--- src/rtl/s1_tx_pkg.sv ---
// -----------------------------------------------------------------------------
// s1_tx_pkg -- shared definitions for the S1 serial transmitter.
//   Packet layout constants, FSM state encoding and the packet parity helper.
//   Optional feature macro: S1_TX_PARITY_EN (adds the PAR state and one parity
//   bit per packet).
// -----------------------------------------------------------------------------
package s1_tx_pkg;

  localparam int ADDR_W    = 3;
  localparam int DATA_W    = 18;
  localparam int NUM_WORDS = 8;
  localparam int PKT_BITS  = ADDR_W + DATA_W;

`ifdef S1_TX_PARITY_EN
  localparam int PAR_BITS  = 1;
`else
  localparam int PAR_BITS  = 0;
`endif

  // Cycles from one packet's first bit to the next one's, including the gap.
  localparam int PKT_LEN   = PKT_BITS + PAR_BITS + 1;

  localparam int CNT_W     = 5;
  localparam logic [CNT_W-1:0]  ADDR_LAST = 5'd2;
  localparam logic [CNT_W-1:0]  DATA_LAST = 5'd17;
  localparam logic [ADDR_W-1:0] LAST_PKT  = 3'd7;

  typedef enum logic [2:0] {
    ST_LOAD = 3'd0,
    ST_ADDR = 3'd1,
    ST_DATA = 3'd2,
`ifdef S1_TX_PARITY_EN
    ST_PAR  = 3'd3,
`endif
    ST_DONE = 3'd4
  } state_e;

`ifdef S1_TX_PARITY_EN
  // Odd parity: the transmitted bit makes the total count of ones odd.
  function automatic logic odd_parity(input logic [PKT_BITS-1:0] bits);
    return ~(^bits);
  endfunction
`endif

endpackage

--- src/rtl/s1_piso.sv ---
// -----------------------------------------------------------------------------
// s1_piso -- 21-bit parallel-in / serial-out shifter, MSB first.
//   clk, rst : clock and synchronous active-high reset (clears the register)
//   load     : capture din (takes priority over shift)
//   shift    : shift left by one, sin enters at the LSB
//   din      : {address, data word}
//   sin      : serial fill bit
//   msb      : current MSB, taken straight from the register
// -----------------------------------------------------------------------------
module s1_piso
  import s1_tx_pkg::*;
(
  input  logic                clk,
  input  logic                rst,
  input  logic                load,
  input  logic                shift,
  input  logic [PKT_BITS-1:0] din,
  input  logic                sin,
  output logic                msb
);

  logic [PKT_BITS-1:0] sh_r;

  // Shift register: reset clear, parallel load, or left shift.
  always_ff @(posedge clk) begin
    if (rst) begin
      sh_r <= {PKT_BITS{1'b0}};
    end else if (load) begin
      sh_r <= din;
    end else if (shift) begin
      sh_r <= {sh_r[PKT_BITS-2:0], sin};
    end else begin
      sh_r <= sh_r;
    end
  end

  assign msb = sh_r[PKT_BITS-1];

endmodule

--- src/rtl/s1_tx.sv ---
// -----------------------------------------------------------------------------
// s1_tx -- reads the 8-word register bank and sends each word as a serial
// packet: 3 address bits then 18 data bits, MSB first, framed by active-low
// sen, with one idle cycle between packets.
//   clk, rst : clock, synchronous active-high reset
//   S1_done  : high once all 8 packets are out, held until reset
//   RB1_RW   : bank read/write select, tied to read (1)
//   RB1_A    : bank word address (= packet index)
//   RB1_Q    : bank read data for RB1_A, same-cycle
//   sen      : serial enable, low while a packet bit is on sd
//   sd       : serial data
// Optional feature macro: S1_TX_PARITY_EN appends one odd-parity bit after
// the data bits of every packet.
// -----------------------------------------------------------------------------
module s1_tx
  import s1_tx_pkg::*;
(
  input  logic              clk,
  input  logic              rst,
  output logic              S1_done,
  output logic              RB1_RW,
  output logic [ADDR_W-1:0] RB1_A,
  input  logic [DATA_W-1:0] RB1_Q,
  output logic              sen,
  output logic              sd
);

  state_e             state_r;
  state_e             state_nxt_s;
  logic [CNT_W-1:0]   bit_cnt_r;
  logic [CNT_W-1:0]   bit_cnt_nxt_s;
  logic [ADDR_W-1:0]  pkt_r;
  logic [ADDR_W-1:0]  pkt_nxt_s;
  logic               sen_r;
  logic               sen_nxt_s;
  logic               done_r;
  logic               done_nxt_s;
  logic               load_s;
  logic               shift_s;
  logic               sin_s;
  logic               last_pkt_s;

`ifdef S1_TX_PARITY_EN
  logic               par_r;
`endif

  assign last_pkt_s = (pkt_r == LAST_PKT);

  // State, counters and registered outputs.
  always_ff @(posedge clk) begin
    if (rst) begin
      state_r   <= ST_LOAD;
      bit_cnt_r <= 5'd0;
      pkt_r     <= 3'd0;
      sen_r     <= 1'b1;
      done_r    <= 1'b0;
    end else begin
      state_r   <= state_nxt_s;
      bit_cnt_r <= bit_cnt_nxt_s;
      pkt_r     <= pkt_nxt_s;
      sen_r     <= sen_nxt_s;
      done_r    <= done_nxt_s;
    end
  end

`ifdef S1_TX_PARITY_EN
  // Parity of the packet, computed from the same bits the shifter loads.
  always_ff @(posedge clk) begin
    if (rst) begin
      par_r <= 1'b0;
    end else if (load_s) begin
      par_r <= odd_parity({pkt_r, RB1_Q});
    end else begin
      par_r <= par_r;
    end
  end
`endif

  // Next-state logic.
  always_comb begin
    state_nxt_s = state_r;
    case (state_r)
      ST_LOAD: begin
        state_nxt_s = ST_ADDR;
      end
      ST_ADDR: begin
        if (bit_cnt_r == ADDR_LAST) begin
          state_nxt_s = ST_DATA;
        end else begin
          state_nxt_s = ST_ADDR;
        end
      end
      ST_DATA: begin
        if (bit_cnt_r == DATA_LAST) begin
`ifdef S1_TX_PARITY_EN
          state_nxt_s = ST_PAR;
`else
          if (last_pkt_s) begin
            state_nxt_s = ST_DONE;
          end else begin
            state_nxt_s = ST_LOAD;
          end
`endif
        end else begin
          state_nxt_s = ST_DATA;
        end
      end
`ifdef S1_TX_PARITY_EN
      ST_PAR: begin
        if (last_pkt_s) begin
          state_nxt_s = ST_DONE;
        end else begin
          state_nxt_s = ST_LOAD;
        end
      end
`endif
      ST_DONE: begin
        state_nxt_s = ST_DONE;
      end
      default: begin
        state_nxt_s = ST_LOAD;
      end
    endcase
  end

  // Datapath controls and next values of the registered outputs.
  always_comb begin
    load_s  = (state_r == ST_LOAD);
`ifdef S1_TX_PARITY_EN
    shift_s = (state_r == ST_ADDR) || (state_r == ST_DATA) || (state_r == ST_PAR);
`else
    shift_s = (state_r == ST_ADDR) || (state_r == ST_DATA);
`endif

    // Bit counter restarts at every state change.
    if (shift_s && (state_nxt_s == state_r)) begin
      bit_cnt_nxt_s = bit_cnt_r + 5'd1;
    end else begin
      bit_cnt_nxt_s = 5'd0;
    end

    // The packet index (and with it RB1_A) moves only on entry to LOAD,
    // which never happens after packet 7, so it cannot wrap.
    if ((state_nxt_s == ST_LOAD) && (state_r != ST_LOAD)) begin
      pkt_nxt_s = pkt_r + 3'd1;
    end else begin
      pkt_nxt_s = pkt_r;
    end

`ifdef S1_TX_PARITY_EN
    sen_nxt_s = !((state_nxt_s == ST_ADDR) || (state_nxt_s == ST_DATA) ||
                  (state_nxt_s == ST_PAR));
    // The bit shifted in on the first shift of a packet reaches the MSB
    // exactly 21 shifts later, i.e. right after the last data bit, so the
    // parity bit lands on sd with no extra mux. Later fill bits are zero,
    // leaving sd low in the following LOAD/DONE cycle.
    if ((state_r == ST_ADDR) && (bit_cnt_r == 5'd0)) begin
      sin_s = par_r;
    end else begin
      sin_s = 1'b0;
    end
`else
    sen_nxt_s = !((state_nxt_s == ST_ADDR) || (state_nxt_s == ST_DATA));
    // Zero fill empties the shifter after the last bit, so sd is low
    // whenever sen is high.
    sin_s     = 1'b0;
`endif

    done_nxt_s = (state_nxt_s == ST_DONE);
  end

  s1_piso u_piso (
    .clk   (clk),
    .rst   (rst),
    .load  (load_s),
    .shift (shift_s),
    .din   ({pkt_r, RB1_Q}),
    .sin   (sin_s),
    .msb   (sd)
  );

  assign sen     = sen_r;
  assign S1_done = done_r;
  assign RB1_A   = pkt_r;
  assign RB1_RW  = 1'b1;

endmodule

--- config.mk ---
export PLATFORM = sky130hd
export DESIGN_NAME = s1_tx
export DESIGN_NICKNAME = d
export VERILOG_FILES = /design/src/rtl/s1_tx_pkg.sv /design/src/rtl/s1_piso.sv /design/src/rtl/s1_tx.sv
export SDC_FILE = /design/constraint.sdc
export NUM_CORES = 1
export LEC_CHECK = 0
export CAP_MARGIN = 25
export CORE_ASPECT_RATIO = 0.9
export CORE_MARGIN = 2
export CORE_UTILIZATION = 30
export CTS_CLUSTER_DIAMETER = 60
export DETAILED_ROUTE_END_ITERATION = 16
export GPL_TIMING_DRIVEN = 0
export PLACE_DENSITY = 0.49
export SLEW_MARGIN = 40
export SYNTH_ARGS = -nofsm -noshare
export SYNTH_HDL_FRONTEND = slang
export SYNTH_SLANG_ARGS = --single-unit
export TNS_END_PERCENT = 100
--- constraint.sdc ---
create_clock -name clk -period 2 [get_ports clk]
set_input_delay 0.4 -clock clk [delete_from_list [all_inputs] [get_ports clk]]
set_output_delay 0.4 -clock clk [all_outputs]
set_load 0.03 [all_outputs]
==> impl_metrics.env <==
export IMPL_swShare_pct=23.5
export IMPL_cts_buffers=5
export IMPL_drtAntennaViolNets=0
export IMPL_fin_crit_ns=1.85
export IMPL_path_cells="clkdlybuf4s50_1"
export IMPL_cp_top_family="buffers and inverters"
export IMPL_setup_viol=0
export IMPL_synth_compound_area_share_pct=15.8
export IMPL_synth_simple_area_share_pct=15.0
export IMPL_grt_max_degree=11
export IMPL_place_congestion=0.722
export IMPL_layout_area_overhead_vs_synth_pct=26.7
export IMPL_dp_hpwl_um=2340
export IMPL_cts_tree="yes"
export IMPL_core_um2=5190
export IMPL_fillers=541
export IMPL_critPathMaxStageDelay_ns=0.72
export IMPL_fmax_ghz=0.540
export IMPL_start_util_pct=30.7
export IMPL_yosys_area_top_type="dfxtp_1"
export IMPL_tightest_slew_ns=0.506
export IMPL_rsz0062_at_grt="false"
export IMPL_drv_slew=0
export IMPL_powerDensity_nw_per_um2=701
export IMPL_port_buffers=25
export IMPL_leakage_nw=0.799
export IMPL_seqPwrFrac_pct=51.5
export IMPL_drv_cap=0
export IMPL_final_layout_size_suffix_gt1_share_pct=9.90
export IMPL_drc=0
export IMPL_antenna_found_initial=0
export IMPL_viasPerCell=4.83
export IMPL_cp_max_fo=5
export IMPL_setup_ws_ns=0.149
export IMPL_synth_top_family_by_area="compound AO/OA/AOI/OAI gates"
export IMPL_yosysMostFrequentCell="dfxtp_1"
export IMPL_relSlewSlack_pct=65.8
export IMPL_cp_end_kind="primary output"
export IMPL_syn_nets=184
export IMPL_ys_seq_area_share_pct=42.8
export IMPL_multi_input_area_um2=815
export IMPL_dr_first_iter_drc_count=47
export IMPL_io_pins=27
export IMPL_synthArstFlopShare_pct=0
export IMPL_status="complete, no violations"
export IMPL_grt_overflow=0
export IMPL_clockBufferDepth=2
export IMPL_netSwitchingPower_mw=0.333
export IMPL_postCtsSetupBuffers=0
export IMPL_worstSetupStartpointType="flip-flop"
export IMPL_vias=1250
export IMPL_die_w_um=80.8
export IMPL_grt_use_total_pct=12.8
export IMPL_post_drt_wl_per_cell_um=12.6
export IMPL_cts_sinks=34
export IMPL_antennaDiodeCount=0
export IMPL_first_pass_iters=4
export IMPL_critPathKind="flip-flop to primary output"
export IMPL_synth_xor_xnor_area_share_pct=1.65
export IMPL_pwr_share_comb_pct=11.9
export IMPL_synth_area_um2=1590
export IMPL_synth_edf_count=0
export IMPL_ys_warn_count=0
export IMPL_crit_arrival_ns=1.45
export IMPL_final_nets=216
export IMPL_wirelength_um=3260
export IMPL_grt_pass1_wl_um=5700
export IMPL_grt_pass1_vias=1307
export IMPL_required_ns=1.60
export IMPL_h_tree_depth=2
export IMPL_post_synth_top_area_fraction_pct=42.8
export IMPL_syn_area_per_cell_um2=10.0
export IMPL_root_buffer="clkbuf_8"
export IMPL_p_int_mw=1.08
export IMPL_dp_slack_ns=0.0657
export IMPL_synthMuxAreaShare_pct=14.5
export IMPL_hp_class="flip-flop to flip-flop"
export IMPL_hold_violations=0
export IMPL_setup_tns_final_ns=0
export IMPL_cts_hold_fix_buffers=0
export IMPL_clk_pin_slew_ns=0.07
export IMPL_synth_adder_area_share_pct=3.93
export IMPL_rows=25
export IMPL_critPathBufInv=1
export IMPL_synth_main_ff_cell="dfxtp_1"
export IMPL_power_frac_clock_pct=36.6
export IMPL_yosysUniqueCellTypes=32
export IMPL_yosys_top_cells_count="dfxtp_1 (34), a211oi_1 (28), mux2i_1 (22), nor2_1 (22), nand2b_1 (7)"
export IMPL_synthTopCellsByArea="dfxtp_1 (43%), mux2i_1 (14%), a211oi_1 (13%), nor2_1 (5.2%), ha_1 (3.9%)"
export IMPL_min_period_over_period_pct=92.6
export IMPL_ys_ff_latch=34
export IMPL_synthCells=159
export IMPL_seqCellArea_um2=681
export IMPL_die_h_um=73.1
export IMPL_cts_resized=0
export IMPL_clk_latency_ns=0.28
export IMPL_slowest_stage="clkdlybuf4s50_1"
export IMPL_vdd_drop_max_mv=0.262
export IMPL_die_area_um2=5900
export IMPL_clock_skew_ns=0.00652
[routing by layer]
metal	wire (um)	GRT usage [%]
met5	0	0
met4	66	6.21
met3	125	3.84
met2	1500	20.4
met1	1570	15.7
[final cells by class]
class                           instances  area share [%]
Multi-Input combinational cell        109            40.4
Tap cell                               67            4.16
Timing Repair Buffer                   25            12.4
Sequential cell                        34            33.7
Inverter                                3           0.558
Buffer                                 13            4.22
Clock inverter                          1           0.248
Clock buffer                            7            4.28
[cell families (layout without fill, tap and decap cells)]
family,after synthesis,count (layout)
buf+inv,16,49
simple gates,43,43
mux,23,23
flops,34,34
xor+xnor,3,3
compound gates,34,34
fa+ha+maj,5,5
other cells,1,1
[path summary, 6_finish.rpt]
path                                      from             end  slack [ns]  cells past startpoint
worst min register to register  u_piso.sh_r[0]  u_piso.sh_r[0]        0.48                      2
worst max-delay path                  RB1_A[0]        RB1_A[0]        0.15                      1
worst min-delay path            u_piso.sh_r[0]  u_piso.sh_r[0]        0.48                      2
worst max register to register        RB1_A[0]        RB1_A[0]        0.23                      5
[per-stage QoR]
step | cell area (um2) | util (%) | hold WS [ns] | power, mW | instances
3_3_place_gp | 1930 | 37.1 | 0.465 | 0.908 | 251
5_1_grt | 2020 | 38.8 | 0.493 | 1.50 | 259
3_5_place_dp | 1930 | 37.1 | 0.474 | 0.913 | 251
2_1_floorplan | 1590 | - | 0.449 | 0.848 | 159
4_1_cts | 2020 | 38.8 | 0.485 | 1.43 | 259
6_report | 2020 | 38.8 | 0.483 | 1.41 | 259
[registers in the layout, summed over array words and instances (netlist names)]
| register | flops |
|---|---|
| sen | 1 |
| S1_done | 1 |
| u_piso.sh_r | 21 |
| state_r | 3 |
| RB1_A | 3 |
| bit_cnt_r | 5 |
[cells in the final DEF (no fill, tap or decap)]
cell	netlist	layout
buf_2	2	2
a211oi_1	28	28
nor3_4	1	1
inv_2	1	1
nand4bb_1	1	1
nor4b_1	1	1
nor3b_1	1	1
buf_6	4	4
nor4bb_1	1	1
clkinv_2	0	1
or3_4	1	1
nand2b_1	7	7
dfxtp_1	34	34
or2_1	1	1
nand2_1	1	1
a21oi_1	3	3
nand4b_1	1	1
nor2b_1	1	1
clkdlybuf4s50_1	0	25
clkbuf_1	6	7
a211oi_2	1	1
nand3_1	3	3
buf_4	1	1
mux2_1	1	1
clkbuf_8	0	6
nor2_1	22	22
a21oi_2	1	1
conb_1	1	1
xnor2_1	1	1
mux2i_1	22	22
ha_1	5	5
inv_1	2	2
nand3b_1	1	1
o21ai_0	1	1
xor2_1	2	2
[power groups by stage]
| stage | Sequential [mW] | Combinational (mW) | Clock, mW |
|---|---|---|---|
| 6_report | 0.729 | 0.168 | 0.518 |
| 5_1_grt | 0.733 | 0.185 | 0.580 |
| 4_1_cts | 0.728 | 0.170 | 0.536 |
| 3_5_place_dp | 0.744 | 0.169 | 0 |
| 3_3_place_gp | 0.742 | 0.166 | 0 |
| 2_1_floorplan | 0.742 | 0.106 | 0 |
Power figures use the tool's default switching activity.
